==> config.mk <==
export PLATFORM = sky130hd
export DESIGN_NAME = seq_add_sub_flat
export DESIGN_NICKNAME = d
export VERILOG_FILES = /design/src/rtl/seq_add_sub_if.sv /design/src/rtl/seq_add_sub.sv /design/src/flat_wrapper.sv
export SDC_FILE = /design/constraint.sdc
export NUM_CORES = 1
export LEC_CHECK = 0
export ABC_AREA = 0
export CAP_MARGIN = 20
export CORE_MARGIN = 8
export CORE_UTILIZATION = 56
export DETAILED_ROUTE_END_ITERATION = 7
export PLACE_DENSITY = 0.95
export SYNTH_ARGS = -nofsm -noshare
export SYNTH_HDL_FRONTEND = slang
export SYNTH_SLANG_ARGS = --single-unit
==> constraint.sdc <==
create_clock -name clk -period 8.8 [get_ports clk]
set_input_delay 1.32 -clock clk [delete_from_list [all_inputs] [get_ports clk]]
set_output_delay 1.32 -clock clk [all_outputs]
set_load 0.03 [all_outputs]
==> src/rtl/seq_add_sub_if.sv <==
// Operand/result bundle for the sliced add/subtract unit.
// The master side issues operations; the slave side is the arithmetic unit.
interface seq_add_sub_if #(
  parameter int WIDTH = 32
);
  logic             start;
  logic [WIDTH-1:0] a;
  logic [WIDTH-1:0] b;
  logic             sub;
  logic             cin;
  logic             ready;
  logic             done;
  logic [WIDTH-1:0] sum;
  logic             cout;
  logic             ovf;
  logic             zero;

  modport master (
    output start, a, b, sub, cin,
    input  ready, done, sum, cout, ovf, zero
  );

  modport slave (
    input  start, a, b, sub, cin,
    output ready, done, sum, cout, ovf, zero
  );
endinterface

==> src/rtl/seq_add_sub.sv <==
// Multi-cycle add/subtract: one CHUNK-bit slice per clock, with the carry
// registered between slices so the ripple chain never spans more than CHUNK bits.
//
// state | meaning
// IDLE  | waiting for start, ready=1
// RUN   | one slice per edge, LSB slice first
// DONE  | one-cycle done pulse, ready=1, may accept back-to-back
module seq_add_sub #(
  parameter int WIDTH = 32,
  parameter int CHUNK = 8
) (
  input  logic         clk,
  input  logic         reset,
  seq_add_sub_if.slave bus
);

  localparam int NCHUNK = WIDTH / CHUNK;
  localparam int CW     = (NCHUNK > 1) ? $clog2(NCHUNK) : 1;

  if (CHUNK < 1 || WIDTH < 1 || (WIDTH % CHUNK) != 0) begin : g_bad_cfg
    $error("seq_add_sub: WIDTH (%0d) must be a positive multiple of CHUNK (%0d)",
           WIDTH, CHUNK);
  end

  typedef enum logic [1:0] {
    IDLE = 2'd0,
    RUN  = 2'd1,
    DONE = 2'd2
  } state_t;

  state_t           state_q;
  state_t           state_d;
  logic [CW-1:0]    cnt_q;
  logic [WIDTH-1:0] a_q;
  logic [WIDTH-1:0] b_q;
  logic             carry_q;
  logic [WIDTH-1:0] sum_q;
  logic             cout_q;
  logic             ovf_q;
  logic             zero_q;

  logic             ready;
  logic             accept;
  logic             last;
  logic [CHUNK-1:0] a_sl;
  logic [CHUNK-1:0] b_sl;
  logic [CHUNK:0]   slice_full;
  logic [CHUNK-1:0] slice_s;
  logic             slice_c;
  logic             carry_msb;
  logic [WIDTH-1:0] sum_nxt;

  assign ready  = (state_q == IDLE) || (state_q == DONE);
  assign accept = bus.start && ready;
  assign last   = (cnt_q == CW'(NCHUNK - 1));

  always_ff @(posedge clk or posedge reset) begin
    if (reset) begin
      state_q <= IDLE;
    end else begin
      state_q <= state_d;
    end
  end

  always_comb begin
    state_d = state_q;
    case (state_q)
      IDLE:    if (bus.start) state_d = RUN;
      RUN:     if (last) state_d = DONE;
      DONE:    state_d = bus.start ? RUN : IDLE;
      default: state_d = IDLE;
    endcase
  end

  // Slice mux: operand slice in, updated full-width sum out.
  always_comb begin
    a_sl    = '0;
    b_sl    = '0;
    sum_nxt = sum_q;
    for (int k = 0; k < NCHUNK; k++) begin
      if (cnt_q == CW'(k)) begin
        a_sl                       = a_q[k*CHUNK +: CHUNK];
        b_sl                       = b_q[k*CHUNK +: CHUNK];
        sum_nxt[k*CHUNK +: CHUNK]  = slice_s;
      end
    end
  end

  assign slice_full = {1'b0, a_sl} + {1'b0, b_sl} + {{CHUNK{1'b0}}, carry_q};
  assign slice_s    = slice_full[CHUNK-1:0];
  assign slice_c    = slice_full[CHUNK];
  // Carry into the slice MSB recovered from the MSB's own sum bit.
  assign carry_msb  = slice_s[CHUNK-1] ^ a_sl[CHUNK-1] ^ b_sl[CHUNK-1];

  always_ff @(posedge clk or posedge reset) begin
    if (reset) begin
      cnt_q   <= '0;
      a_q     <= '0;
      b_q     <= '0;
      carry_q <= 1'b0;
      sum_q   <= '0;
      cout_q  <= 1'b0;
      ovf_q   <= 1'b0;
      zero_q  <= 1'b0;
    end else if (accept) begin
      cnt_q   <= '0;
      a_q     <= bus.a;
      b_q     <= bus.sub ? ~bus.b : bus.b;
      carry_q <= bus.sub ? 1'b1 : bus.cin;
    end else if (state_q == RUN) begin
      sum_q   <= sum_nxt;
      carry_q <= slice_c;
      if (last) begin
        cout_q <= slice_c;
        ovf_q  <= carry_msb ^ slice_c;
        zero_q <= (sum_nxt == '0);
      end else begin
        cnt_q <= cnt_q + CW'(1);
      end
    end
  end

  assign bus.ready = ready;
  assign bus.done  = (state_q == DONE);
  assign bus.sum   = sum_q;
  assign bus.cout  = cout_q;
  assign bus.ovf   = ovf_q;
  assign bus.zero  = zero_q;

endmodule
==> src/flat_wrapper.sv <==
// flat-port wrapper written by rule: the top's interface ports become plain ports
module seq_add_sub_flat 
#(
  parameter int WIDTH = 32,
  parameter int CHUNK = 8
)
  (clk, reset, bus_start, bus_a, bus_b, bus_sub, bus_cin, bus_ready, bus_done, bus_sum, bus_cout, bus_ovf, bus_zero);
  seq_add_sub_if #(.WIDTH(WIDTH)) bus_i ();
  input  logic clk;
  input  logic reset;
  input wire logic [$bits(bus_i.start)-1:0] bus_start;
  input wire logic [$bits(bus_i.a)-1:0] bus_a;
  input wire logic [$bits(bus_i.b)-1:0] bus_b;
  input wire logic [$bits(bus_i.sub)-1:0] bus_sub;
  input wire logic [$bits(bus_i.cin)-1:0] bus_cin;
  output wire logic [$bits(bus_i.ready)-1:0] bus_ready;
  output wire logic [$bits(bus_i.done)-1:0] bus_done;
  output wire logic [$bits(bus_i.sum)-1:0] bus_sum;
  output wire logic [$bits(bus_i.cout)-1:0] bus_cout;
  output wire logic [$bits(bus_i.ovf)-1:0] bus_ovf;
  output wire logic [$bits(bus_i.zero)-1:0] bus_zero;
  assign bus_i.start = bus_start;
  assign bus_i.a = bus_a;
  assign bus_i.b = bus_b;
  assign bus_i.sub = bus_sub;
  assign bus_i.cin = bus_cin;
  assign bus_ready = bus_i.ready;
  assign bus_done = bus_i.done;
  assign bus_sum = bus_i.sum;
  assign bus_cout = bus_i.cout;
  assign bus_ovf = bus_i.ovf;
  assign bus_zero = bus_i.zero;
  seq_add_sub #(.WIDTH(WIDTH), .CHUNK(CHUNK)) u_core (.clk(clk), .reset(reset), .bus(bus_i));
endmodule
==> flow_metrics.env, run 1 <==
export IMPL_ctsHoldBuffers=0
export IMPL_netlist_cell_type_count=43
export IMPL_synth_fp_nets=684
export IMPL_number_of_buffer_cells_added_on_primary_ports=105
export IMPL_floorplan_die_width_um=112.3
export IMPL_grt_pass1_vias=4570
export IMPL_hp_class="flop to flop"
export IMPL_fraction_of_layout_cells_with_a_size_suffix_above_1=0.04769
export IMPL_netlist_top_cell_by_area="sky130_fd_sc_hd__dfrtp_1"
export IMPL_cp_slowest_stage_delay_ps=680
export IMPL_grt_setup_unrepaired="false"
export IMPL_worstSetupStartpointType="flop"
export IMPL_synth_most_common_cell="sky130_fd_sc_hd__nand2_1"
export IMPL_cp_required_ps=9090
export IMPL_area_growth_synth_to_final_pct=25.17
export IMPL_drt_drc_violations_left=0
export IMPL_power_share_sequential=0.302
export IMPL_clock_fmax_ghz=0.2656
export IMPL_floorplan_rows=35
export IMPL_initial_core_util=0.5696
export IMPL_synth_seq_cells=104
export IMPL_share_of_the_synthesized_area_in_the_top_cell_type=0.5016
export IMPL_finalNonFillerCells=803
export IMPL_cpMaxStageDelayCell="sky130_fd_sc_hd__ha_1"
export IMPL_muxShareOfSynthArea=0.01254
export IMPL_chipHeight_um=112.3
export IMPL_global_route_usage_met1=0.2537
export IMPL_clk_transition_reported_paths_ps=110
export IMPL_power_switching_fraction=0.4854
export IMPL_io_pins=106
export IMPL_num_nets_final=769
export IMPL_status="finished, final reports clean"
export IMPL_route_detailed_vias_per_inst=5.569
export IMPL_cp_max_fo=22
export IMPL_synth_seq_area_share=0.5016
export IMPL_final_total_negative_setup_slack_ps=0
export IMPL_antenna_left=0
export IMPL_numPlacedInstances=784
export IMPL_worst_path_cell_chain="inv_1, ha_1, nand2_1, nor2_1, a21oi_1, o21ai_0, mux2i_1, fa_1, inv_1, fa_1, xnor2_1, and3_1, o21ai_0, a311oi_1, o211ai_1, o21ai_1"
export IMPL_share_comb_of_total_power=0.598
export IMPL_cts_max_path_buffers=2
export IMPL_least_margin_pin_slew_ps=866.6
export IMPL_async_flop_share=1.000
export IMPL_vdd_drop_max_mv=0.2371
export IMPL_post_cts_resized=0
export IMPL_finalHoldViolCount=0
export IMPL_synth_fa_ha_area_frac=0.03424
export IMPL_cp_arrival_ps=4060
export IMPL_grt_overflow_total=0
export IMPL_timing_max_cap_violations=0
export IMPL_postRouteWirelength_mm=13.60
export IMPL_antenna_found_initial=0
export IMPL_clock_tree_htree_level_count=3
export IMPL_post_synthesis_instance_area_um2=5189
export IMPL_clk_latency_ps=370
export IMPL_total_power_w=0.002854
export IMPL_drt_iter0_drc=285
export IMPL_detailedRoute_firstPassIterationCount=5
export IMPL_timing_setup_critical_path_class="flop to flop"
export IMPL_switchingPower_w=0.001385
export IMPL_seqCellArea_um2=2603
export IMPL_grtUsageMet3=0.04187
export IMPL_end_kind="flop"
export IMPL_final_setup_violation_count=0
export IMPL_powerDensity_nw_per_um2=439.3
export IMPL_gr_usage_met2=0.3890
export IMPL_dp_hpwl_mm=10.13
export IMPL_cp_top_family="adder cells"
export IMPL_antenna_diode_instance_count=0
export IMPL_dominantRegCellSynth="sky130_fd_sc_hd__dfrtp_1"
export IMPL_p_int_w=0.001468
export IMPL_clkPwrFrac=0.100
export IMPL_dr_total_vias=4472
export IMPL_num_fill_cells=698
export IMPL_coreArea_um2=9109
export IMPL_grt_util_all_layers=0.2177
export IMPL_timing_final_crit_share=0.4279
export IMPL_root_buffer="sky130_fd_sc_hd__clkbuf_8"
export IMPL_clock_sink_count=104
export IMPL_busiest_layer="met2"
export IMPL_synth_compound_area_frac=0.1420
export IMPL_dieArea_um2=12600
export IMPL_routed_wl_per_cell_um=16.94
export IMPL_dominant_combinational_cell_family_by_area_after_synthesis="simple AND/OR/NAND/NOR gates"
export IMPL_wire_length_of_the_first_global_routing_pass_mm=22.17
export IMPL_syn_mean_instance_area_um2=8.619
export IMPL_pin_count_of_the_biggest_net_entering_global_routing=99
export IMPL_slew_violations=0
export IMPL_skew_ps=15.74
export IMPL_cts_post_setup_buffers_inserted=0
export IMPL_gp_congestion=0.9213
export IMPL_yosys_warnings=0
export IMPL_min_period_ps=3766
export IMPL_power_leakage_nw=2.864
export IMPL_syn_inst=602
export IMPL_maxSlewHeadroom=0.4223
export IMPL_post_synth_most_frequent_cells="162 x sky130_fd_sc_hd__nand2_1, 104 x sky130_fd_sc_hd__dfrtp_1, 67 x sky130_fd_sc_hd__nor2_1, 65 x sky130_fd_sc_hd__a21oi_1, 48 x sky130_fd_sc_hd__o21ai_0"
export IMPL_tritoncts="yes"
export IMPL_cts_buffers_inserted=9
export IMPL_critical_path_n_buffers_inverters=2
export IMPL_fraction_of_the_mapped_netlist_area_in_simple_logic_gates=0.2045
export IMPL_synth_enable_flop_cells=0
export IMPL_multi_input_area_um2=2407
export IMPL_yosys_top_cells_area="sky130_fd_sc_hd__dfrtp_1 50%, sky130_fd_sc_hd__nand2_1 12%, sky130_fd_sc_hd__xnor2_1 6.6%, sky130_fd_sc_hd__a21oi_1 6.3%, sky130_fd_sc_hd__nor2_1 4.8%"
export IMPL_synthXorXnorAreaFrac=0.06921
[power by group through the flow]
stage	sequential, W	clock (W)	combinational (W)
finish	0.000861	0.000286	0.00171
global route	0.000884	0.000307	0.00187
CTS	0.000856	0.000288	0.00168
detailed placement	0.000867	0	0.00166
global placement	0.000848	0	0.00161
floorplan	0.000954	0	0.00104
[cells in the final DEF, fill, tap and decap left out, drive strengths merged, types with 3 or more instances in the layout]
master / count
nor4: 4
nand2b: 4
and3: 3
inv: 11
nor2: 67
o21ai: 50
clkbuf: 10
clkdlybuf4s50: 104
buf: 7
a21oi: 65
nand2: 162
xnor2: 39
a211oi: 4
ha: 11
nor2b: 5
dfrtp: 104
mux2: 4
nor3: 7
nand3b: 3
[worst reg2reg max path, cell delays in order, from the launching register on]
cell,delay [ps]
sky130_fd_sc_hd__dfrtp_1,440
sky130_fd_sc_hd__inv_1,100
sky130_fd_sc_hd__ha_1,680
sky130_fd_sc_hd__nand2_1,130
sky130_fd_sc_hd__nor2_1,110
sky130_fd_sc_hd__a21oi_1,40
sky130_fd_sc_hd__o21ai_0,180
sky130_fd_sc_hd__mux2i_1,120
sky130_fd_sc_hd__fa_1,470
sky130_fd_sc_hd__inv_1,90
sky130_fd_sc_hd__fa_1,220
sky130_fd_sc_hd__xnor2_1,240
sky130_fd_sc_hd__and3_1,230
sky130_fd_sc_hd__o21ai_0,80
sky130_fd_sc_hd__a311oi_1,300
sky130_fd_sc_hd__o211ai_1,130
sky130_fd_sc_hd__o21ai_1,140
[path summary, 6_finish.rpt]
kind / start / end / slack, ps / cells after the start
max in group asynchronous: reset / u_core.a_q[16] / 6300 / 3
max: u_core.cnt_q[0] / u_core.bus.zero / 5030 / 16
max reg2reg: u_core.cnt_q[0] / u_core.bus.zero / 5030 / 16
min reg2reg: u_core.bus.sum[24] / u_core.bus.sum[24] / 490 / 2
min in group asynchronous: reset / u_core.bus.sum[11] / 1350 / 2
min: u_core.bus.sum[24] / u_core.bus.sum[24] / 490 / 2
[cells by family (layout without fill, tap and decap cells)]
logic type               after synthesis  count (layout)
buffers and inverters                 45             135
AO/OA/AOI/OAI                        132             132
AND/OR/NAND/NOR                      261             261
multiplexers                           6               6
adder cells (fa/ha/maj)               13              13
XOR/XNOR                              41              41
flip-flops                           104             104
[registers in the layout (all words and copies together), names as in the netlist]
| name | cells |
|---|---|
| u_core.carry_q | 1 |
| u_core.bus.sum | 32 |
| u_core.bus.zero | 1 |
| u_core.b_q | 32 |
| u_core.state_q | 2 |
| u_core.bus.cout | 1 |
| u_core.cnt_q | 2 |
| u_core.a_q | 32 |
| u_core.bus.ovf | 1 |
[area by class of cell]
class	instances	share of cell area
timing repair buffer	111	0.1734
sequential	104	0.4007
clock buffer	10	0.02119
tap	111	0.02138
clock inverter	6	0.007706
multi-input combinational	453	0.3706
inverter	8	0.005009
[stage by stage]
step           utilization  cell area, um^2  hold WS, ps  setup WS [ps]
2_1_floorplan            -             5189        445.4           4748
3_3_place_gp        0.6861             6250        462.4           5000
3_5_place_dp        0.6861             6250        470.3           4816
4_1_cts             0.7067             6437        495.2           4774
5_1_grt             0.7130             6495        521.5           4685
6_report            0.7130             6495        494.3           5034
[metal layers]
metal	vias up	wire, um
li1	2136	-
met1	2113	5409
met2	200	6952
met3	23	928
met4	0	313
met5	-	0
No activity file was read; power rests on OpenSTA's default activity.
==> run 2, diff against run 1 <==
--- a/config.mk
+++ b/config.mk
@@ -8,9 +8,9 @@
 export ABC_AREA = 0
 export CAP_MARGIN = 20
 export CORE_MARGIN = 8
-export CORE_UTILIZATION = 56
+export CORE_UTILIZATION = 47
 export DETAILED_ROUTE_END_ITERATION = 7
-export PLACE_DENSITY = 0.95
+export PLACE_DENSITY = 0.88
 export SYNTH_ARGS = -nofsm -noshare
 export SYNTH_HDL_FRONTEND = slang
 export SYNTH_SLANG_ARGS = --single-unit
==> constraint.sdc (replaced) <==
create_clock -name clk -period 3.2 [get_ports clk]
set_input_delay 0.48 -clock clk [delete_from_list [all_inputs] [get_ports clk]]
set_output_delay 0.48 -clock clk [all_outputs]
set_load 0.03 [all_outputs]
==> run 2 against run 1 <==
The flow now finishes with violations (negative setup slack). Final cell count increased by 7.1%. Combinational power increased to 3.5 times the previous value. Sequential power grew to 2.8 times the previous value. Global-route usage down 2.6 points. Worst hold slack got worse by 61 ps. Sequential share of layout area is 2.6 points lower. Clock-buffer cell count up 1. Critical path depth unchanged. Critical path type unchanged. Critical endpoint is now u_core.bus.ovf.
==> flow_metrics.env, run 2 (synthesis results as in run 1) <==
export IMPL_timing_max_cap_violations=0
export IMPL_worst_slack_setup_final_ps=-47.43
export IMPL_violations="negative setup slack"
export IMPL_floorplan_rows=38
export IMPL_initial_core_util=0.4808
export IMPL_maxSlewHeadroom=0.4213
export IMPL_dieArea_um2=14660
export IMPL_route_detailed_vias_per_inst=5.495
export IMPL_cts_max_path_buffers=2
export IMPL_ff2ff_path_depth=16
export IMPL_clk_latency_ps=380
export IMPL_timing_reg2reg_setup_slack_ps=-50
export IMPL_clock_tree_htree_level_count=3
export IMPL_cp_slowest_stage_delay_ps=420
export IMPL_postRouteWirelength_mm=14.64
export IMPL_r2r_end="u_core.bus.ovf"
export IMPL_worstSetupStartpointType="flop"
export IMPL_hp_class="primary input to asynchronous set/reset pin"
export IMPL_num_fill_cells=830
export IMPL_area_growth_synth_to_final_pct=33.93
export IMPL_dr_total_vias=4726
export IMPL_coreArea_um2=10790
export IMPL_timing_rr_start="u_core.cnt_q[1]"
export IMPL_ctsHoldBuffers=0
export IMPL_routed_wl_per_cell_um=17.02
export IMPL_clock_fmax_ghz=0.3079
export IMPL_number_of_buffer_cells_added_on_primary_ports=105
export IMPL_finalHoldViolCount=0
export IMPL_cp_top_family="compound AO/OA/AOI/OAI gates"
export IMPL_min_period_ps=3247
export IMPL_gp_congestion=0.9241
export IMPL_critical_path_n_buffers_inverters=3
export IMPL_clock_sink_count=104
export IMPL_grt_util_all_layers=0.1918
export IMPL_power_leakage_nw=3.035
export IMPL_final_common_cell="sky130_fd_sc_hd__nand2_1"
export IMPL_drt_drc_violations_left=0
export IMPL_timing_final_crit_share=1.015
export IMPL_status="complete, but fails checks"
export IMPL_tritoncts="yes"
export IMPL_cts_buffers_inserted=9
export IMPL_final_total_negative_setup_slack_ps=-83.27
export IMPL_post_route_util=0.6439
export IMPL_fraction_of_layout_cells_with_a_size_suffix_above_1=0.1236
export IMPL_grt_overflow_total=0
export IMPL_cp_max_fo=5
export IMPL_floorplan_die_width_um=121.1
export IMPL_clk_transition_reported_paths_ps=110
export IMPL_detailedRoute_firstPassIterationCount=5
export IMPL_worst_path_cell_chain="inv_2, ha_4, buf_12, nor2_4, a21oi_2, o21ai_1, mux2i_2, fa_2, inv_2, fa_2, a21o_1, o2bb2ai_4, o41ai_4, xnor2_2, xnor2_2, o21ai_1"
export IMPL_num_nets_final=797
export IMPL_powerDensity_nw_per_um2=1315
export IMPL_grt_pass1_vias=4723
export IMPL_antenna_diode_instance_count=0
export IMPL_timing_setup_critical_path_class="flop to flop"
export IMPL_cp_required_ps=3440
export IMPL_drt_iter0_drc=458
export IMPL_dp_hpwl_mm=10.52
export IMPL_end_kind="flop"
export IMPL_wire_length_of_the_first_global_routing_pass_mm=22.63
export IMPL_seqCellArea_um2=2603
export IMPL_final_setup_violation_count=3
export IMPL_antenna_found_initial=0
export IMPL_skew_ps=14.16
export IMPL_least_margin_pin_slew_ps=868.1
export IMPL_grt_setup_unrepaired="true"
export IMPL_pin_count_of_the_biggest_net_entering_global_routing=99
export IMPL_whs_ps=432.8
export IMPL_mostFrequentLayoutCells="159 x sky130_fd_sc_hd__nand2_1, 104 x sky130_fd_sc_hd__clkdlybuf4s50_1, 104 x sky130_fd_sc_hd__dfrtp_1"
export IMPL_antenna_left=0
export IMPL_io_pins=106
export IMPL_cp_arrival_ps=3490
export IMPL_chipHeight_um=121.1
export IMPL_slew_violations=0
export IMPL_vdd_drop_max_mv=0.8727
export IMPL_multi_input_area_um2=2585
export IMPL_root_buffer="sky130_fd_sc_hd__clkbuf_8"
export IMPL_cpMaxStageDelayCell="sky130_fd_sc_hd__fa_2"
[run 2: cell types whose count changed in the layout (fill, tap and decap cells not counted), moves of 4 or more]
cell / delta
sky130_fd_sc_hd__a21oi_2: +4
sky130_fd_sc_hd__o21ai_0: -9
sky130_fd_sc_hd__buf_4: +24
sky130_fd_sc_hd__a21oi_1: -5
sky130_fd_sc_hd__buf_12: +4
sky130_fd_sc_hd__o21ai_1: +8
sky130_fd_sc_hd__ha_1: -4
[run 2: layout make-up]
type                       count  share of cell area
tap                          140             0.02521
clock inverter                 5            0.005942
sequential                   104              0.3745
timing repair buffer         139              0.1972
clock buffer                  11             0.02035
multi-input combinational    453              0.3720
inverter                       8            0.004861
[run 2: worst max path at each step]
stage	from	end	cells after the start
6_report	u_core.cnt_q[1]	u_core.bus.ovf	16
5_1_grt	u_core.cnt_q[1]	u_core.bus.ovf	16
4_1_cts	u_core.cnt_q[0]	u_core.bus.ovf	16
3_5_place_dp	u_core.cnt_q[0]	u_core.bus.ovf	16
3_3_place_gp	u_core.cnt_q[0]	u_core.bus.ovf	16
2_1_floorplan	u_core.cnt_q[0]	u_core.bus.ovf	16
[run 2: through the flow]
| step | power, W | setup slack (ps) | area [um^2] | cells |
|---|---|---|---|---|
| after floorplan | 0.005491 | 17.00 | 5195 | 602 |
| after global placement | 0.007270 | 36.90 | 6480 | 832 |
| after detailed placement | 0.007515 | -101.6 | 6480 | 832 |
| after CTS | 0.008391 | -10.66 | 6734 | 851 |
| after global routing | 0.009692 | -173.1 | 6949 | 860 |
| final | 0.009135 | -47.43 | 6949 | 860 |
[run 2: repair_timing]
action,in CTS,in global routing
pin swaps,5,17
cloned,0,1
buffers inserted,3,9
endpoints found under the hold margin,0,0
endpoints found under the setup margin,6,16
resized for setup,13,35
[run 2: power by group]
group,internal [W],switching [W]
Sequential,0.00194,0.000453
Combinational,0.00261,0.00336
Clock,0.000310,0.000469
Total,0.00486,0.00428
[run 2: per-layer routing]
layer	GRT usage	wire length, um
met5	0	0
met4	0.08509	431
met3	0.03909	1117
met2	0.3351	7464
met1	0.2224	5624
